===== src/rtl/dmem_port_arbiter_pkg.sv =====
// Shared types and constants for the data-memory port arbiter.
package dmem_pkg;

    localparam int ADDR_W_DEF = 11;
    localparam int DATA_W_DEF = 16;

    // Transaction sequencer states
    typedef enum logic [1:0] {
        ST_IDLE  = 2'd0,
        ST_ISSUE = 2'd1,
        ST_WAIT  = 2'd2,
        ST_RESP  = 2'd3
    } state_e;

    // Requester identifiers (also the grant vector bit positions)
    localparam logic REQ_CPU = 1'b0;
    localparam logic REQ_DBG = 1'b1;

endpackage


===== src/rtl/dmem_port_arbiter_rr_arb2.sv =====
// Two-way round-robin arbiter with optional fixed CPU priority.
// The pointer remembers who was granted last; it moves only on update_i.
module rr_arb2
    import dmem_pkg::*;
#(
    parameter bit FIXED_PRIO = 1'b0
) (
    input  logic       clk,
    input  logic       rst_n,
    input  logic [1:0] req_i,
    input  logic       update_i,
    output logic [1:0] gnt_o
);

    logic last_q;

    // Grant: lone requester wins; on a tie either CPU (fixed) or the one not served last
    always_comb begin
        gnt_o = 2'b00;
        case (req_i)
            2'b01:   gnt_o = 2'b01;
            2'b10:   gnt_o = 2'b10;
            2'b11: begin
                if (FIXED_PRIO || (last_q == REQ_DBG)) gnt_o = 2'b01;
                else                                   gnt_o = 2'b10;
            end
            default: gnt_o = 2'b00;
        endcase
    end

    // Last-grant pointer; resets as if DBG was served last so CPU wins the first tie
    always_ff @(posedge clk or negedge rst_n) begin
        if (!rst_n)        last_q <= REQ_DBG;
        else if (update_i) last_q <= gnt_o[1] ? REQ_DBG : REQ_CPU;
    end

endmodule


===== src/rtl/dmem_port_arbiter.sv =====
// Serialises CPU and debug-loader accesses onto one single-port data BRAM.
// One transaction at a time: accept -> issue -> (read latency wait) -> response pulse.
module dmem_port_arbiter
    import dmem_pkg::*;
#(
    parameter int ADDR_W     = ADDR_W_DEF,
    parameter int DATA_W     = DATA_W_DEF,
    parameter int RD_LAT     = 1,
    parameter int FIXED_PRIO = 0
) (
    input  logic              clk,
    input  logic              rst_n,
    // CPU load/store unit
    input  logic              cpu_req_valid,
    output logic              cpu_req_ready,
    input  logic              cpu_req_we,
    input  logic [ADDR_W-1:0] cpu_req_addr,
    input  logic [DATA_W-1:0] cpu_req_wdata,
    output logic              cpu_rsp_valid,
    output logic [DATA_W-1:0] cpu_rsp_rdata,
    // Debug / program loader
    input  logic              dbg_req_valid,
    output logic              dbg_req_ready,
    input  logic              dbg_req_we,
    input  logic [ADDR_W-1:0] dbg_req_addr,
    input  logic [DATA_W-1:0] dbg_req_wdata,
    output logic              dbg_rsp_valid,
    output logic [DATA_W-1:0] dbg_rsp_rdata,
    // BRAM port
    output logic              mem_en,
    output logic              mem_we,
    output logic [ADDR_W-1:0] mem_addr,
    output logic [DATA_W-1:0] mem_din,
    input  logic [DATA_W-1:0] mem_dout
);

    localparam logic [2:0] RD_LAT_C = 3'(RD_LAT);

    state_e            state_q, state_d;
    logic [2:0]        lat_q, lat_d;
    logic              owner_q;
    logic              we_q;
    logic [ADDR_W-1:0] addr_q;
    logic [DATA_W-1:0] din_q;
    logic [DATA_W-1:0] cpu_rdata_q, dbg_rdata_q;

    logic [1:0]        gnt;
    logic              idle;
    logic              accept;
    logic              sel_dbg;
    logic              sel_we;
    logic [ADDR_W-1:0] sel_addr;
    logic [DATA_W-1:0] sel_wdata;
    logic              rd_done;

    rr_arb2 #(
        .FIXED_PRIO (FIXED_PRIO != 0)
    ) u_arb (
        .clk      (clk),
        .rst_n    (rst_n),
        .req_i    ({dbg_req_valid, cpu_req_valid}),
        .update_i (accept),
        .gnt_o    (gnt)
    );

    // Ready goes only to the arbitration winner and only while idle
    always_comb begin
        idle          = (state_q == ST_IDLE);
        cpu_req_ready = idle && gnt[0];
        dbg_req_ready = idle && gnt[1];
        accept        = (cpu_req_valid && cpu_req_ready) || (dbg_req_valid && dbg_req_ready);
        sel_dbg       = dbg_req_ready;
        sel_we        = sel_dbg ? dbg_req_we    : cpu_req_we;
        sel_addr      = sel_dbg ? dbg_req_addr  : cpu_req_addr;
        sel_wdata     = sel_dbg ? dbg_req_wdata : cpu_req_wdata;
        rd_done       = (state_q == ST_WAIT) && (lat_q == 3'd1);
    end

    // Next-state and latency counter
    always_comb begin
        state_d = state_q;
        lat_d   = lat_q;
        case (state_q)
            ST_IDLE:  if (accept) state_d = ST_ISSUE;
            ST_ISSUE: begin
                if (we_q) begin
                    state_d = ST_RESP;
                end else begin
                    lat_d   = RD_LAT_C;
                    state_d = ST_WAIT;
                end
            end
            ST_WAIT: begin
                lat_d = lat_q - 3'd1;
                if (lat_q == 3'd1) state_d = ST_RESP;
            end
            ST_RESP:  state_d = ST_IDLE;
            default:  state_d = ST_IDLE;
        endcase
    end

    // State register
    always_ff @(posedge clk or negedge rst_n) begin
        if (!rst_n) begin
            state_q <= ST_IDLE;
            lat_q   <= 3'd0;
        end else begin
            state_q <= state_d;
            lat_q   <= lat_d;
        end
    end

    // Capture on accept; addr/din double as the BRAM pin registers so they hold between accesses
    always_ff @(posedge clk or negedge rst_n) begin
        if (!rst_n) begin
            owner_q <= REQ_CPU;
            we_q    <= 1'b0;
            addr_q  <= '0;
            din_q   <= '0;
        end else if (accept) begin
            owner_q <= sel_dbg ? REQ_DBG : REQ_CPU;
            we_q    <= sel_we;
            addr_q  <= sel_addr;
            if (sel_we) din_q <= sel_wdata;
        end
    end

    // Read data lands in the owner's register only; the other requester's value is kept
    always_ff @(posedge clk or negedge rst_n) begin
        if (!rst_n) begin
            cpu_rdata_q <= '0;
            dbg_rdata_q <= '0;
        end else if (rd_done) begin
            if (owner_q == REQ_DBG) dbg_rdata_q <= mem_dout;
            else                    cpu_rdata_q <= mem_dout;
        end
    end

    // BRAM pins and response demux
    always_comb begin
        mem_en        = (state_q == ST_ISSUE) || (state_q == ST_WAIT);
        mem_we        = (state_q == ST_ISSUE) && we_q;
        mem_addr      = addr_q;
        mem_din       = din_q;
        cpu_rsp_valid = (state_q == ST_RESP) && (owner_q == REQ_CPU);
        dbg_rsp_valid = (state_q == ST_RESP) && (owner_q == REQ_DBG);
        cpu_rsp_rdata = cpu_rdata_q;
        dbg_rsp_rdata = dbg_rdata_q;
    end

endmodule


===== config.mk =====
export PLATFORM = sky130hd
export DESIGN_NAME = dmem_port_arbiter
export DESIGN_NICKNAME = d
export VERILOG_FILES = /design/src/rtl/dmem_port_arbiter_pkg.sv /design/src/rtl/dmem_port_arbiter_rr_arb2.sv /design/src/rtl/dmem_port_arbiter.sv
export SDC_FILE = /design/constraint.sdc
export NUM_CORES = 1
export LEC_CHECK = 0
export CAP_MARGIN = 25
export CORE_MARGIN = 5
export CORE_UTILIZATION = 37
export CTS_CLUSTER_DIAMETER = 80
export DETAILED_ROUTE_END_ITERATION = 12
export GPL_TIMING_DRIVEN = 0
export PLACE_DENSITY = 0.87
export RECOVER_POWER = 25
export SYNTH_ARGS = -nofsm -noshare
export SYNTH_HDL_FRONTEND = slang
export SYNTH_SLANG_ARGS = --single-unit

===== constraint.sdc =====
create_clock -name clk -period 1.9 [get_ports clk]
set_input_delay 0.38 -clock clk [delete_from_list [all_inputs] [get_ports clk]]
set_output_delay 0.38 -clock clk [all_outputs]
set_load 0.05 [all_outputs]

# After elaboration in Yosys (flattened, before gate mapping)
# Index checks and enable logic that the tools add are counted.
# W data, S select, Z words.
op_classes:
  n_reduce_logical: 17
  bitwise: 1
  mux: 13
  n_addsub: 1
  eq_ne: 10
op_table:
  columns: ["op", "n"]
  rows:
  - ["$mux W16", 1]
  - ["$mux W11", 1]
  - ["$reduce_and A2 Y1", 5]
  - ["$eq A2 B2 Y1 const B", 4]
  - ["$logic_and A1 B1 Y1", 8]
  - ["$pmux W2 S4", 1]
  - ["$mux W2", 3]
  - ["$pmux W2 S3", 1]
  - ["$pmux W3 S2", 1]
  - ["$eq A2 B1 Y1 const B", 2]
  - ["$mux W1", 4]
  - ["$ne A2 B1 Y1 const B", 2]
  - ["$eq A3 B1 Y1 const B", 1]
  - ["$mux W3", 1]
  - ["$sub A3 B1 Y3 const B", 1]
  - ["$logic_not A2 Y1", 1]
  - ["$logic_or A1 B1 Y1", 2]
  - ["$ne A2 B2 Y1 const B", 1]
  - ["$reduce_bool A2 Y1", 1]
  - ["$not A1 Y1", 1]
word_totals:
  register_bits: 67
  elab_cells: 51
  out_inout_bits: 65
  in_bits: 76

# Depth between registers and ports, before layout
logic_depth:
  ltp_word: 7
  depth_mapped: 7
  ltp_nobuf: 6

# By module
# Synthesis repeated with hierarchy kept, for this count alone.
hier_totals:
  cells_unflattened: 221
  hier_area_um2: 3116.7
by_module_without_submodules:
  columns: ["module", "seq_area_each_um2", "instances", "area_each_um2", "cells_per_inst"]
  rows:
  - ["dmem_port_arbiter", 1651.6, 1, 3052.9, 216]
  - ["rr_arb2", 26.3, 1, 63.8, 5]

# Least setup slack after synthesis
# OpenSTA, ideal clock, no wires.
synth_path:
  path_type: "register to output"
  startpoint: "register state_q[0]"
  endpoint: "output port cpu_req_ready"
  n_path_buf: 1
  path_slack_ns: -0.105
  path_stages_with_launch: 5
  required_time_ns: 1.520
  arrival_ns: 1.625
  path_cell_list: "dfrtp_1 -> inv_1 -> ha_1 -> and3_1 -> clkbuf_1"
synth_between:
  elab_chain_len: 2
synth_lines:
  columns: ["element", "line", "source"]
  rows:
  - ["start, declared", "dmem_port_arbiter.sv:39", "state_e state_q, state_d;"]
  - ["start signal, assigned", "dmem_port_arbiter.sv:108", "state_q <= state_d;"]
  - ["$logic_not A2 Y1", "dmem_port_arbiter.sv:68", "idle = (state_q == ST_IDLE);"]
  - ["$logic_and A1 B1 Y1", "dmem_port_arbiter.sv:69", "cpu_req_ready = idle && gnt[0];"]
  - ["end, declared", "dmem_port_arbiter.sv:15", "output logic cpu_req_ready,"]
# Every way passes these cells.

# Final worst setup path
layout_path:
  startpoint: "register state_q[1]"
  endpoint: "output port dbg_req_ready"
layout_between:
  elab_chain_len: 2
layout_lines:
  columns: ["element", "line", "source"]
  rows:
  - ["$logic_not A2 Y1", "dmem_port_arbiter.sv:68", null]
  - ["$logic_and A1 B1 Y1", "dmem_port_arbiter.sv:70", "dbg_req_ready = idle && gnt[1];"]
  - ["end, declared", "dmem_port_arbiter.sv:23", "output logic dbg_req_ready,"]
# Every way passes these cells.

==> metrics.md <==
| Metric | Value |
|---|---|
| Worst Reg-to-Reg Cells | `7` |
| Setup TNS | `0 ns` |
| Switching power of the nets | `around 4.7 mW` |
| Setup crit end kind | `output pin` |
| Final hold slack | `roughly 0.47 ns` |
| DRC Markers | `0` |
| Design area | `between 5000 and 6000 µm²` |
| Multi-input gate area | `between 1000 and 1500 µm²` |
| Die Ht | `roughly 100 µm` |
| Post-synth EDFFs | `0` |
| Compound-Gate Fraction of Synth Area | `roughly 6.0%` |
| Post-synthesis register bit count | `67` |
| I/O pins | `~140` |
| Area contributors post-synth | `dfrtp_1, mux2_2, mux2_4` |
| Max VDD drop | `893 µV` |
| Status | `complete, but fails checks` |
| DIE AREA | `10,100 µm²` |
| Vias per std cell | `approximately 4.8` |
| GR Overflow Total | `0` |
| Simple-Gate Fraction of Synth Area | `8.30%` |
| Root buf cell | `clkbuf_8` |
| FMAX | `roughly 530 MHz` |
| Die X | `100 µm` |
| Num CTS Buffers | `9` |
| Synth cell count leaders | `dfrtp_1, mux2_2, nand2_1, nor2_1, o21ai_0` |
| CP Class | `flip-flop to output pin` |
| First-pass GRT wire length | `12,600 µm` |
| Post-synthesis mux area share | `approximately a quarter` |
| GPL Wtd Cong | `about 0.8` |
| Via total after detailed routing | `~2,400` |
| Failing checks | `capacitance limit, slew limit` |
| Slew Limit Fails | `between 60 and 70` |
| Sequential share of the synthesized area | `a little under three fifths` |
| Starting Density | `37.3%` |
| Crit Path Max Fanout | `6` |
| Fin cells | `509` |
| CP Launch Type | `flip-flop` |
| Flop pwr share | `about a quarter` |
| Asr flop ratio synth | `100%` |
| Fin Clk Skew | `roughly 0.0089 ns` |
| Fillers | `662` |
| Clock-pin transition on the worst setup and hold timing paths | `0.07 ns` |
| Adder-cell share of the synthesized area | `around 2.5%` |
| Req. time, crit path | `1.52 ns` |
| Cell taking the most area after synthesis | `dfrtp_1` |
| Final hold violation count | `0` |
| Synth Area in XOR/XNOR | `0%` |
| Combinational share of power | `61.7%` |
| Share of layout cells above drive strength 1 | `between 20% and 30%` |
| DRT antenna net count | `0` |
| Total wire length | `between 7000 and 8000 µm` |
| R2R Setup Slk | `~0.080 ns` |
| ANT cells | `0` |
| Hpwl dp | `~6000 µm` |
| Tcrit/Tclk final | `98.5%` |
| Power density of the placed cells | `between 1500 and 2000 nW/µm²` |
| Slew headroom | `-10.5%` |
| Dpl cell area | `~4500 µm²` |
| Bufs on Longest Clock Path | `2` |
| Cell internal pwr | `between 5 and 6 mW` |
| WP data arrival | `approximately 1.5 ns` |
| Worst-Margin Slew | `roughly 1.7 ns` |
| Most frequent cell after synthesis | `dfrtp_1` |
| Leakage | `between 2 and 3 nW` |
| YS warnings | `0` |
| Netlist cell types | `30` |
| Largest net degree at the start of global routing | `just under 70` |
| Fin util | `61.9%` |
| RSZ-0062 raised after global routing | `yes` |
| Max_cap viols | `1` |
| Syn avg cell area | `around 13 µm²` |
| Placed cell count | `~480` |
| PortBufs | `140` |
| Post-layout min period | `about 1.9 ns` |
| Sequential cell area | `around 1700 µm²` |
| Gr usage total | `approximately 16%` |
| Drt pass-1 iters | `4` |
| Row Count | `33` |
| Hold Buf Count CTS | `0` |
| Syn Std Cell Area | `roughly 3000 µm²` |
| H-tree depth | `3` |
| Mapped Nets | `between 300 and 400` |
| Area Growth Syn to Fin | `66.1%` |
| Synth top area share | `roughly 55%` |
| Largest family of logic cells by synthesized area | `multiplexers` |
| Switching Fraction | `between 40% and 50%` |
| Min-delay worst type | `input pin to asynchronous set/reset pin` |
| Reg2reg end | `mem_din[14]` |
| 1st-iter DRT viols | `47` |
| Clk Latency, worst-skew pair | `0.34 ns` |
| # clock sinks | `67` |
| Synth Flop Type | `dfrtp_1` |
| CTS tree | `built` |
| Syn Inst Count | `around 230` |
| Final setup viols | `0` |
| Nets | `481` |
| Worst R2R Start | `state_q[1]` |
| Area of the core | `about 8000 µm²` |
| WL/cell | `15.6 µm` |
| Clock share of power | `12.5%` |
| Initial antenna violation count | `0` |
| Vias in the first global route | `2,686` |
sequential cells by signal (all words and copies together), names as in the netlist:
signal,cells
mem_addr,11
dbg_rsp_rdata,16
cpu_rsp_rdata,16
owner_q,1
state_q,2
lat_q,3
we_q,1
mem_din,16
u_arb.last_q,1
metrics by stage:
stage | setup WS [ns] | total power, mW
after floorplan | 0.0492 | 6.59
after detailed placement | -0.871 | 8.64
after global placement | -1.72 | 8.46
final | 0.0277 | 9.90
after global routing | -0.0296 | 10.4
after CTS | -0.0623 | 9.96
cells in the final DEF, fill, tap and decap left out, types with 3 or more instances in the layout:
cell	count
nand2_1	21
dlygate4sd2_1	11
clkdlybuf4s50_1	84
buf_4	18
a21oi_1	12
ha_1	5
buf_2	3
dfrtp_1	66
dlymetal6s2s_1	38
buf_8	3
o21ai_0	13
mux2_4	8
mux2_2	57
clkbuf_8	12
nor2_1	15
layout make-up:
| type | count | share of cell area, % |
|---|---|---|
| clock buffer | 12 | 3.30 |
| buffer | 7 | 1.22 |
| multi-input combinational | 152 | 25.8 |
| sequential | 67 | 33.5 |
| inverter | 5 | 0.425 |
| timing repair buffer | 157 | 32.2 |
| tap | 105 | 2.62 |
| clock inverter | 4 | 0.949 |
worst max path at each step:
stage	startpoint	to	slack, ns	cells after the start
global placement	rst_n	mem_din[3]	-1.72	1
finish	state_q[1]	dbg_req_ready	0.03	6
detailed placement	cpu_req_valid	dbg_req_ready	-0.87	6
floorplan	state_q[0]	lat_q[2]	0.05	6
CTS	state_q[0]	cpu_req_ready	-0.06	5
global route	state_q[1]	dbg_req_ready	-0.03	6
routing by layer:
layer	track usage [%]	up-vias	wire [µm]
li1	-	1149	-
met4	5.70	0	108
met2	26.6	101	3910
met3	5.91	10	747
met1	18.4	1164	3190
met5	0	-	0
logic make-up after synthesis:
group / Yosys count
fa+ha+maj: 6
buf+inv: 13
simple gates: 50
compound gates: 31
flops: 67
mux: 65
power groups by stage:
stage	sequential (mW)	clock (mW)	combinational, mW
2_1_floorplan	4.80	0	1.79
3_3_place_gp	2.55	0	5.91
3_5_place_dp	2.60	0	6.04
4_1_cts	2.58	1.27	6.11
5_1_grt	2.65	1.33	6.46
6_report	2.55	1.24	6.11
worst max-delay path: stages (launching register included):
cell and delay (ns):
dfrtp_1 0.43, inv_2 0.12, ha_4 0.18, nand3_4 0.09, inv_4 0.09, buf_8 0.10, buf_8 0.13
timing repair:
action,CTS,global route
gates resized for setup,54,48
pin swaps,1,1
setup buffers,4,13
endpoints found under the setup margin,60,54
(Power assumes the default switching activity.)
